--- src/rtl/alu_issue_wb.sv ---
`default_nettype none
// ============================================================================
// Module   : alu_issue_wb
// Purpose  : Issues one arith/jump op at a time to the ALU, owns A and X,
//            writes results back to A or resolves conditional jumps.
// Revision : 1.0  initial release
// ============================================================================
module alu_issue_wb #(
    parameter int OFF_W    = 8,
    parameter int MAX_WAIT = 64
) (
    input  logic             clk,
    input  logic             rst,
    input  logic             op_vld,
    output logic             op_rdy,
    input  logic [3:0]       op_sel,
    input  logic             op_bimm,
    input  logic [31:0]      op_imm,
    input  logic             op_jmp,
    input  logic [1:0]       op_jcond,
    input  logic [OFF_W-1:0] op_jt,
    input  logic [OFF_W-1:0] op_jf,
    input  logic             a_wr_en,
    input  logic [31:0]      a_wr_data,
    input  logic             x_wr_en,
    input  logic [31:0]      x_wr_data,
    output logic [31:0]      regA,
    output logic [31:0]      regX,
    output logic [31:0]      alu_A,
    output logic [31:0]      alu_B,
    output logic [3:0]       alu_sel,
    output logic             alu_en,
    input  logic [31:0]      alu_out,
    input  logic             alu_eq,
    input  logic             alu_gt,
    input  logic             alu_ge,
    input  logic             alu_set,
    input  logic             alu_vld,
    output logic             alu_ack,
    output logic             br_vld,
    output logic             br_taken,
    output logic [OFF_W-1:0] br_off,
    output logic             err
);

    localparam logic [1:0] c_IDLE  = 2'd0;
    localparam logic [1:0] c_ISSUE = 2'd1;
    localparam logic [1:0] c_WAIT  = 2'd2;

    localparam int                c_WD_W    = $clog2(MAX_WAIT + 1);
    localparam logic [c_WD_W-1:0] c_WD_LAST = c_WD_W'(MAX_WAIT - 1);

    logic [1:0]       r_state;
    logic [31:0]      r_reg_a;
    logic [31:0]      r_reg_x;
    logic [31:0]      r_alu_a;
    logic [31:0]      r_alu_b;
    logic [3:0]       r_alu_sel;
    logic             r_alu_en;
    logic             r_jmp;
    logic [1:0]       r_jcond;
    logic [OFF_W-1:0] r_jt;
    logic [OFF_W-1:0] r_jf;
    logic             r_br_vld;
    logic             r_br_taken;
    logic [OFF_W-1:0] r_br_off;
    logic             r_err;
    logic [c_WD_W-1:0] r_wdog;

    logic        w_fire;
    logic [31:0] w_b;
    logic        w_bad_sel;
    logic        w_div0;
    logic        w_taken;

    assign op_rdy    = (r_state == c_IDLE) && !rst;
    assign alu_ack   = (r_state == c_WAIT) && alu_vld && !rst;
    assign w_fire    = op_vld && op_rdy;
    assign w_b       = op_bimm ? op_imm : r_reg_x;
    assign w_bad_sel = !op_jmp && (op_sel > 4'd10);
    assign w_div0    = !op_jmp && ((op_sel == 4'd9) || (op_sel == 4'd10)) && (w_b == 32'd0);

    always_comb begin
        w_taken = 1'b0;
        case (r_jcond)
            2'd0:    w_taken = alu_eq;
            2'd1:    w_taken = alu_gt;
            2'd2:    w_taken = alu_ge;
            default: w_taken = alu_set;
        endcase
    end

    always_ff @(posedge clk) begin
        if (rst) begin
            r_state    <= c_IDLE;
            r_reg_a    <= '0;
            r_reg_x    <= '0;
            r_alu_a    <= '0;
            r_alu_b    <= '0;
            r_alu_sel  <= '0;
            r_alu_en   <= 1'b0;
            r_jmp      <= 1'b0;
            r_jcond    <= '0;
            r_jt       <= '0;
            r_jf       <= '0;
            r_br_vld   <= 1'b0;
            r_br_taken <= 1'b0;
            r_br_off   <= '0;
            r_err      <= 1'b0;
            r_wdog     <= '0;
        end else begin
            r_alu_en <= 1'b0;
            r_br_vld <= 1'b0;
            r_err    <= 1'b0;
            // External loads sit first so a same-cycle writeback overrides them.
            if (a_wr_en) r_reg_a <= a_wr_data;
            if (x_wr_en) r_reg_x <= x_wr_data;
            case (r_state)
                c_IDLE: begin
                    if (w_fire) begin
                        r_alu_a   <= r_reg_a;
                        r_alu_b   <= w_b;
                        r_alu_sel <= op_jmp ? 4'd0 : op_sel;
                        r_jmp     <= op_jmp;
                        r_jcond   <= op_jcond;
                        r_jt      <= op_jt;
                        r_jf      <= op_jf;
                        if (w_bad_sel) begin
                            r_err <= 1'b1;
                        end else if (w_div0) begin
                            r_reg_a <= '0;
                            r_err   <= 1'b1;
                        end else begin
                            r_alu_en <= 1'b1;
                            r_state  <= c_ISSUE;
                        end
                    end
                end
                c_ISSUE: begin
                    r_wdog  <= '0;
                    r_state <= c_WAIT;
                end
                c_WAIT: begin
                    if (alu_vld) begin
                        if (r_jmp) begin
                            r_br_vld   <= 1'b1;
                            r_br_taken <= w_taken;
                            r_br_off   <= w_taken ? r_jt : r_jf;
                        end else begin
                            r_reg_a <= alu_out;
                        end
                        r_state <= c_IDLE;
                    end else if (r_wdog == c_WD_LAST) begin
                        r_err   <= 1'b1;
                        r_state <= c_IDLE;
                    end else begin
                        r_wdog <= r_wdog + 1'b1;
                    end
                end
                default: r_state <= c_IDLE;
            endcase
        end
    end

    assign regA     = r_reg_a;
    assign regX     = r_reg_x;
    assign alu_A    = r_alu_a;
    assign alu_B    = r_alu_b;
    assign alu_sel  = r_alu_sel;
    assign alu_en   = r_alu_en;
    assign br_vld   = r_br_vld;
    assign br_taken = r_br_taken;
    assign br_off   = r_br_off;
    assign err      = r_err;

endmodule
`default_nettype wire

--- config.mk ---
export PLATFORM = sky130hd
export DESIGN_NAME = alu_issue_wb
export DESIGN_NICKNAME = d
export VERILOG_FILES = /design/src/rtl/alu_issue_wb.sv
export SDC_FILE = /design/constraint.sdc
export NUM_CORES = 1
export LEC_CHECK = 0
export ABC_AREA = 1
export CAP_MARGIN = 40
export CORE_MARGIN = 5
export CORE_UTILIZATION = 47
export CTS_CLUSTER_DIAMETER = 60
export DETAILED_ROUTE_END_ITERATION = 7
export PLACE_DENSITY = 0.84
export SYNTH_ARGS = -nofsm -noshare
export SYNTH_HDL_FRONTEND = slang
export SYNTH_SLANG_ARGS = --single-unit
--- constraint.sdc ---
create_clock -name clk -period 3.8 [get_ports clk]
set_clock_uncertainty 0.15 [all_clocks]
set_input_delay 0.76 -clock clk [delete_from_list [all_inputs] [get_ports clk]]
set_output_delay 0.76 -clock clk [all_outputs]
set_load 0.05 [all_outputs]
==> results.cfg, run 1 <==
[timing]
relSlewSlack = 0.465
hold_viol_final = 0
rsz0062_at_grt = no
min_period_ns = 2.97
drv_slew = 0
worstMarginPinSlew_ns = 0.801
max_clock_freq_mhz = 336
period_share = 0.782
setup_viol = 0
tns_ns = 0

[detailed_routing]
vias_per_cell = 5.18
vias = 8072
drc = 0
routed_wl_mm = 26.4
postRouteAntennaNets = 0
wl_per_cell_um = 16.9
drtIter0Drc = 566
drt_pass1_iterations = 6

[placement]
hpwl_mm = 19.2
place.gp.congestion = 0.866
port_buffers = 307

[final_layout]
multiInputGateArea_sq_um = 3430
ff_latch_area_sq_um = 3440
syn_to_final_growth_pct = 50.1
n_antenna_cell = 0
nets = 1493
layout-drive-gt1-share = 0.0663
fin_util = 0.714
n_fill_cell = 1299

[status]
outcome = completed

[setup_path]
critPathArrivalTime_ns = 3.11
startpoint_type = input pin
slowest_delay_ns = 0.55
cp_max_fo = 30
cp_slowest_cell = clkdlybuf4s50_1
path_class = in2reg
cp.required_ns = 3.94
cpMostUsedCell = nand2_1
crit_chain = clkdlybuf4s50_1, buf_4, nand2_1, o21ai_1, nand2_1, nor2_1, nand2_1, nor2_2, nand4_2, nand2_4, a21oi_2
cp-end-kind = flop

[min_path]
holdCritPathClass = reg2reg

[clock_network]
cts_sinks = 172
clk_pin_slew_ns = 0.06
cts_resized = 0
cts_tree = yes
cts_buffers = 17
clockBufferDepth = 2
post_cts_buffers = 0
cts_hold_buf = 0
cts_max_level = 4
clk_latency_ns = 0.43
root_buffer = clkbuf_16

[yosys]
synth-seq-cells = 172
synth_top_flop_cell = dfxtp_1
syn_area_sq_um = 7500
ys_warn_count = 0
synth_edf_count = 0
synth_cell_types = 36
postSynthAreaPerCell_sq_um = 7.09
synth_top_area_cell = dfxtp_1
mappedNetlistNets = 1221
synth.top_cell.area_share = 0.459
ys_seq_area_frac = 0.459
synth.area.top_cells = dfxtp_1, nand2_1, nand3_1, o21ai_0, nor2_1
syn_inst = 1058
async_reset_ff_frac = 0

[pwr]
ir_drop_mv = 0.325
p_leak_nw = 4.76
power_density_nw_per_um2 = 437
seqPwrFrac = 0.407
p_sw_frac = 0.306
power_switching_w = 0.00150
pwr-share-clk = 0.358
power_frac_comb = 0.235
p_int_w = 0.00341

[die]
dieArea_sq_um = 18600
die_x_um = 136
start_util = 0.476
core_sq_um = 15800
rows = 46
top_level_ports = 308
die_y_um = 136

[global_routing]
grt_usage = 0.276
grt_pass1_wl_mm = 40.2
antenna_found_initial = 1
first_global_vias = 7740
grt_max_degree = 92
grt_overflow = 0

[job]
maxCapViolCount = 0
path summary, 6_finish.rpt:
check / start / endpoint / slack, ns / cells after the start
worst min-delay path: r_jf[2]$_SDFFE_PP0P_ / r_jf[2]$_SDFFE_PP0P_ / 0.31 / 2
worst max register to register: r_state[0]$_SDFFE_PP0P_ / regA[31]$_SDFF_PP0_ / 1.53 / 8
worst min register to register: r_jf[2]$_SDFFE_PP0P_ / r_jf[2]$_SDFFE_PP0P_ / 0.31 / 2
worst max-delay path: op_bimm / regA[31]$_SDFF_PP0_ / 0.83 / 11
critical path, delay by kind of cell:
kind / cells / cell delay, ns
and+or+nand+nor: 7 / 1.23
buffers and inverters: 2 / 0.88
AOI/OAI and AO/OA: 2 / 0.22
cells by family after synthesis:
kind of cell             after synthesis  synth area share
AND/OR/NAND/NOR                      531             0.292
buffers and inverters                146            0.0849
adder cells (fa/ha/maj)                1           0.00167
AO/OA/AOI/OAI                        208             0.162
flip-flops                           172             0.459
synth_stat cells (8+ instances only):
master,n
a21oi_1,28
a21oi_2,30
clkbuf_1,49
dfxtp_1,172
inv_1,71
nand2_1,287
nand3_1,114
nor2_1,112
o211ai_1,8
o21ai_0,102
o21ai_1,12
o22ai_1,21
sequential cells by signal (all words and copies together), names as in the netlist, 4 cells and up:
register and flops:
alu_A 32, alu_B 32, regA 32, regX 32, br_off 8, r_jf 8
r_jt 8, r_wdog 7, alu_sel 4
routing by layer:
layer,part of all wire,up-vias,global-route usage
met4,0.034,2,0.119
met5,0.00049,-,0
met3,0.082,62,0.0803
li1,-,3982,-
met1,0.39,3707,0.315
met2,0.50,319,0.478
area by class of cell:
cell class                      instances  area share
Clock inverter                          5     0.00711
Sequential cell                       172       0.306
Clock buffer                           27      0.0455
Tap cell                              216      0.0240
Multi-Input combinational cell        740       0.305
Inverter                               76      0.0258
Timing Repair Buffer                  323       0.287
power groups by stage:
stage / clock network [W] / logic [W] / registers, W
after CTS: 0.00177 / 0.00116 / 0.00200
after floorplan: 0 / 0.000340 / 0.00237
final: 0.00176 / 0.00116 / 0.00200
after global routing: 0.00183 / 0.00123 / 0.00201
after global placement: 0 / 0.00114 / 0.00203
after detailed placement: 0 / 0.00115 / 0.00204
per-stage QoR:
stage	hold slack [ns]	instance area, sq um	setup WS [ns]	total power, W	std cells
2_1_floorplan	0.283	7500	0.844	0.00271	1058
3_3_place_gp	0.302	10700	0.570	0.00318	1527
3_5_place_dp	0.306	10700	0.464	0.00319	1527
4_1_cts	0.315	11300	0.874	0.00493	1559
5_1_grt	0.325	11300	0.634	0.00507	1559
6_report	0.314	11300	0.827	0.00492	1559
placed cells by master (no fill, tap or decap), types with 12 or more instances in the layout:
cell type and count:
dfxtp_1 172, nand3_1 114, buf_4 14, clkbuf_16 17
o21ai_1 12, a21oi_1 28, inv_1 70, o22ai_1 21
nor2_1 112, nand2_1 286, o21ai_0 102, a21oi_2 30
clkdlybuf4s50_1 305
Power figures use the tool's default switching activity.
==> run 2: changes to the inputs <==
--- a/config.mk
+++ b/config.mk
@@ -8,10 +8,10 @@
 export ABC_AREA = 1
 export CAP_MARGIN = 40
 export CORE_MARGIN = 5
-export CORE_UTILIZATION = 47
+export CORE_UTILIZATION = 43
 export CTS_CLUSTER_DIAMETER = 60
 export DETAILED_ROUTE_END_ITERATION = 7
-export PLACE_DENSITY = 0.84
+export PLACE_DENSITY = 0.77
 export SYNTH_ARGS = -nofsm -noshare
 export SYNTH_HDL_FRONTEND = slang
 export SYNTH_SLANG_ARGS = --single-unit
==> constraint.sdc (replaced) <==
create_clock -name clk -period 2.83 [get_ports clk]
set_clock_uncertainty 0.15 [all_clocks]
set_input_delay 0.566 -clock clk [delete_from_list [all_inputs] [get_ports clk]]
set_output_delay 0.566 -clock clk [all_outputs]
set_load 0.05 [all_outputs]
==> run 2 against run 1 <==
Effect of this change: sequential power up 35%; die area up 8.6%; setup slack worse by 0.52 ns; critical endpoint is now alu_ack; critical path depth down 7; sequential cell count unchanged; non-clock buffer count up 15; highest routed layer is now met4; hold slack worse by 0.0011 ns; critical path type is now in2out; sequential share of layout area down 0.52 points.
==> results.cfg, run 2 (synthesis results as in run 1) <==
[status]
outcome = completed

[timing]
setup_viol = 0
setup_ws_ns = 0.302
min_period_ns = 2.53
period_share = 0.893
worstMarginPinSlew_ns = 0.596
relSlewSlack = 0.601
drv_slew = 0
max_clock_freq_mhz = 396
hold_viol_final = 0
rsz0062_at_grt = no

[placement]
placement.cell_area_sq_um = 10800
place.gp.congestion = 0.844
hpwl_mm = 19.9
place_ws_ns = -0.0374
port_buffers = 307

[setup_path]
cp-end-kind = primary output
path_class = in2out
crit_chain = clkdlybuf4s50_1, buf_4, nor3_1, buf_12
path_delay_family = buffers and inverters
cp_slowest_cell = clkdlybuf4s50_1
critPathLaunch = rst
cp.required_ns = 2.11
timing.rr.end = r_jt[2]$_SDFFE_PP0P_
regToRegSetupSlack_ns = 0.76
startpoint_type = input pin
path_buf_inv = 3
crit-reg2reg-launch = r_state[0]$_SDFFE_PP0P_
rr_worst_depth = 9
cp_max_fo = 10
slowest_delay_ns = 0.48
critPathArrivalTime_ns = 1.81

[die]
top_level_ports = 308
rows = 48
start_util = 0.435
die_x_um = 142
die_y_um = 142
dieArea_sq_um = 20200
core_sq_um = 17200

[detailed_routing]
drc = 0
routed_wl_mm = 26.8
drtIter0Drc = 500
vias_per_cell = 5.11
wl_per_cell_um = 16.9
drt_pass1_iterations = 5
postRouteAntennaNets = 0
vias = 8086

[global_routing]
grt_usage = 0.257
grt_pass1_wl_mm = 41.1
antenna_found_initial = 2
grt_overflow = 0
grt_max_degree = 58
first_global_vias = 7720

[clock_network]
cts_buffers = 17
root_buffer = clkbuf_16
clk_latency_ns = 0.43
post_cts_buffers = 0
cts_resized = 0
clk_pin_slew_ns = 0.06
clockBufferDepth = 2
cts_tree = yes
cts_sinks = 172
cts_max_level = 4
cts_hold_buf = 0

[pwr]
ir_drop_mv = 0.455
p_leak_nw = 4.86
power_density_nw_per_um2 = 587

[final_layout]
layout-drive-gt1-share = 0.0789
final_common_cell = clkdlybuf4s50_1
syn_to_final_growth_pct = 52.8
fin_area_sq_um = 11500
n_fill_cell = 1512
nets = 1508
fin_util = 0.665
layout_common_cells = clkdlybuf4s50_1, nand2_1, dfxtp_1

[min_path]
whs_endpoint = alu_A[9]$_SDFFE_PP0P_
holdCritPathClass = reg2reg
hold_start = alu_A[9]$_SDFFE_PP0P_
min_path_cells = 2

[job]
maxCapViolCount = 0
run 2: cell count changes in the layout (fill, tap and decap cells not counted), sizes merged:
cell      before  now
clkinvlp       2    3
clkinv         3    6
buf           18   33
diode          0    2
bufinv         2    4
clkbuf        27   18
inv           74   75
run 2: per-layer routing:
metal | vias up | wire, um | global-route usage
met2 | 324 | 13100 | 0.432
met3 | 46 | 2320 | 0.0716
met4 | 0 | 819 | 0.0980
met1 | 3707 | 10500 | 0.313
met5 | - | 0 | 0
li1 | 4009 | - | -
run 2: how the worst max path moves through the flow:
| stage | to | slack [ns] | cells after the start |
|---|---|---|---|
| detailed placement | regA[26]$_SDFF_PP0_ | -0.04 | 13 |
| finish | alu_ack | 0.30 | 4 |
| floorplan | alu_ack | 0.26 | 2 |
| global route | regA[20]$_SDFF_PP0_ | 0.19 | 13 |
| global placement | regA[24]$_SDFF_PP0_ | 0.01 | 13 |
| CTS | alu_ack | 0.32 | 4 |
run 2: final cells by class:
| cell class | instances | area [sq um] | area share |
|---|---|---|---|
| Sequential cell | 172 | 3440 | 0.300 |
| Inverter | 76 | 290 | 0.0253 |
| Clock inverter | 12 | 171 | 0.0150 |
| Tap cell | 225 | 282 | 0.0246 |
| Clock buffer | 18 | 439 | 0.0383 |
| Timing Repair Buffer | 338 | 3400 | 0.297 |
| Multi-Input combinational cell | 740 | 3430 | 0.299 |
| Antenna cell | 2 | 5.00 | 0.000437 |
run 2: per-stage QoR:
stage,hold WS (ns),total power (W),TNS (ns),instances
2_1_floorplan,0.283,0.00364,0,1058
6_report,0.313,0.00673,0,1583
4_1_cts,0.315,0.00678,0,1581
3_3_place_gp,0.301,0.00430,0,1551
3_5_place_dp,0.307,0.00432,-0.529,1551
5_1_grt,0.333,0.00699,0,1583
run 2: worst reg2reg max path: stages (launching register included):
cell and delay [ns]:
dfxtp_1 0.35, inv_1 0.08, nand2_1 0.08, nor2_1 0.32, nand2_4 0.11, buf_4 0.23, inv_2 0.08, buf_4 0.38
nand2_1 0.15, nand2_1 0.09
run 2: power by group:
part / switching [W] / leakage, nW / internal, W
registers: 0.000106 / 1.41 / 0.00258
logic: 0.000975 / 3.15 / 0.000609
clock network: 0.000972 / 0.294 / 0.00149
total: 0.00205 / 4.86 / 0.00468
==> run 3: changes to the inputs <==
--- a/config.mk
+++ b/config.mk
@@ -15,3 +15,4 @@
 export SYNTH_ARGS = -nofsm -noshare
 export SYNTH_HDL_FRONTEND = slang
 export SYNTH_SLANG_ARGS = --single-unit
+export TNS_END_PERCENT = 10
==> results of run 3 <==
The final DEF is identical to that of run 2; final timing and power are the same.
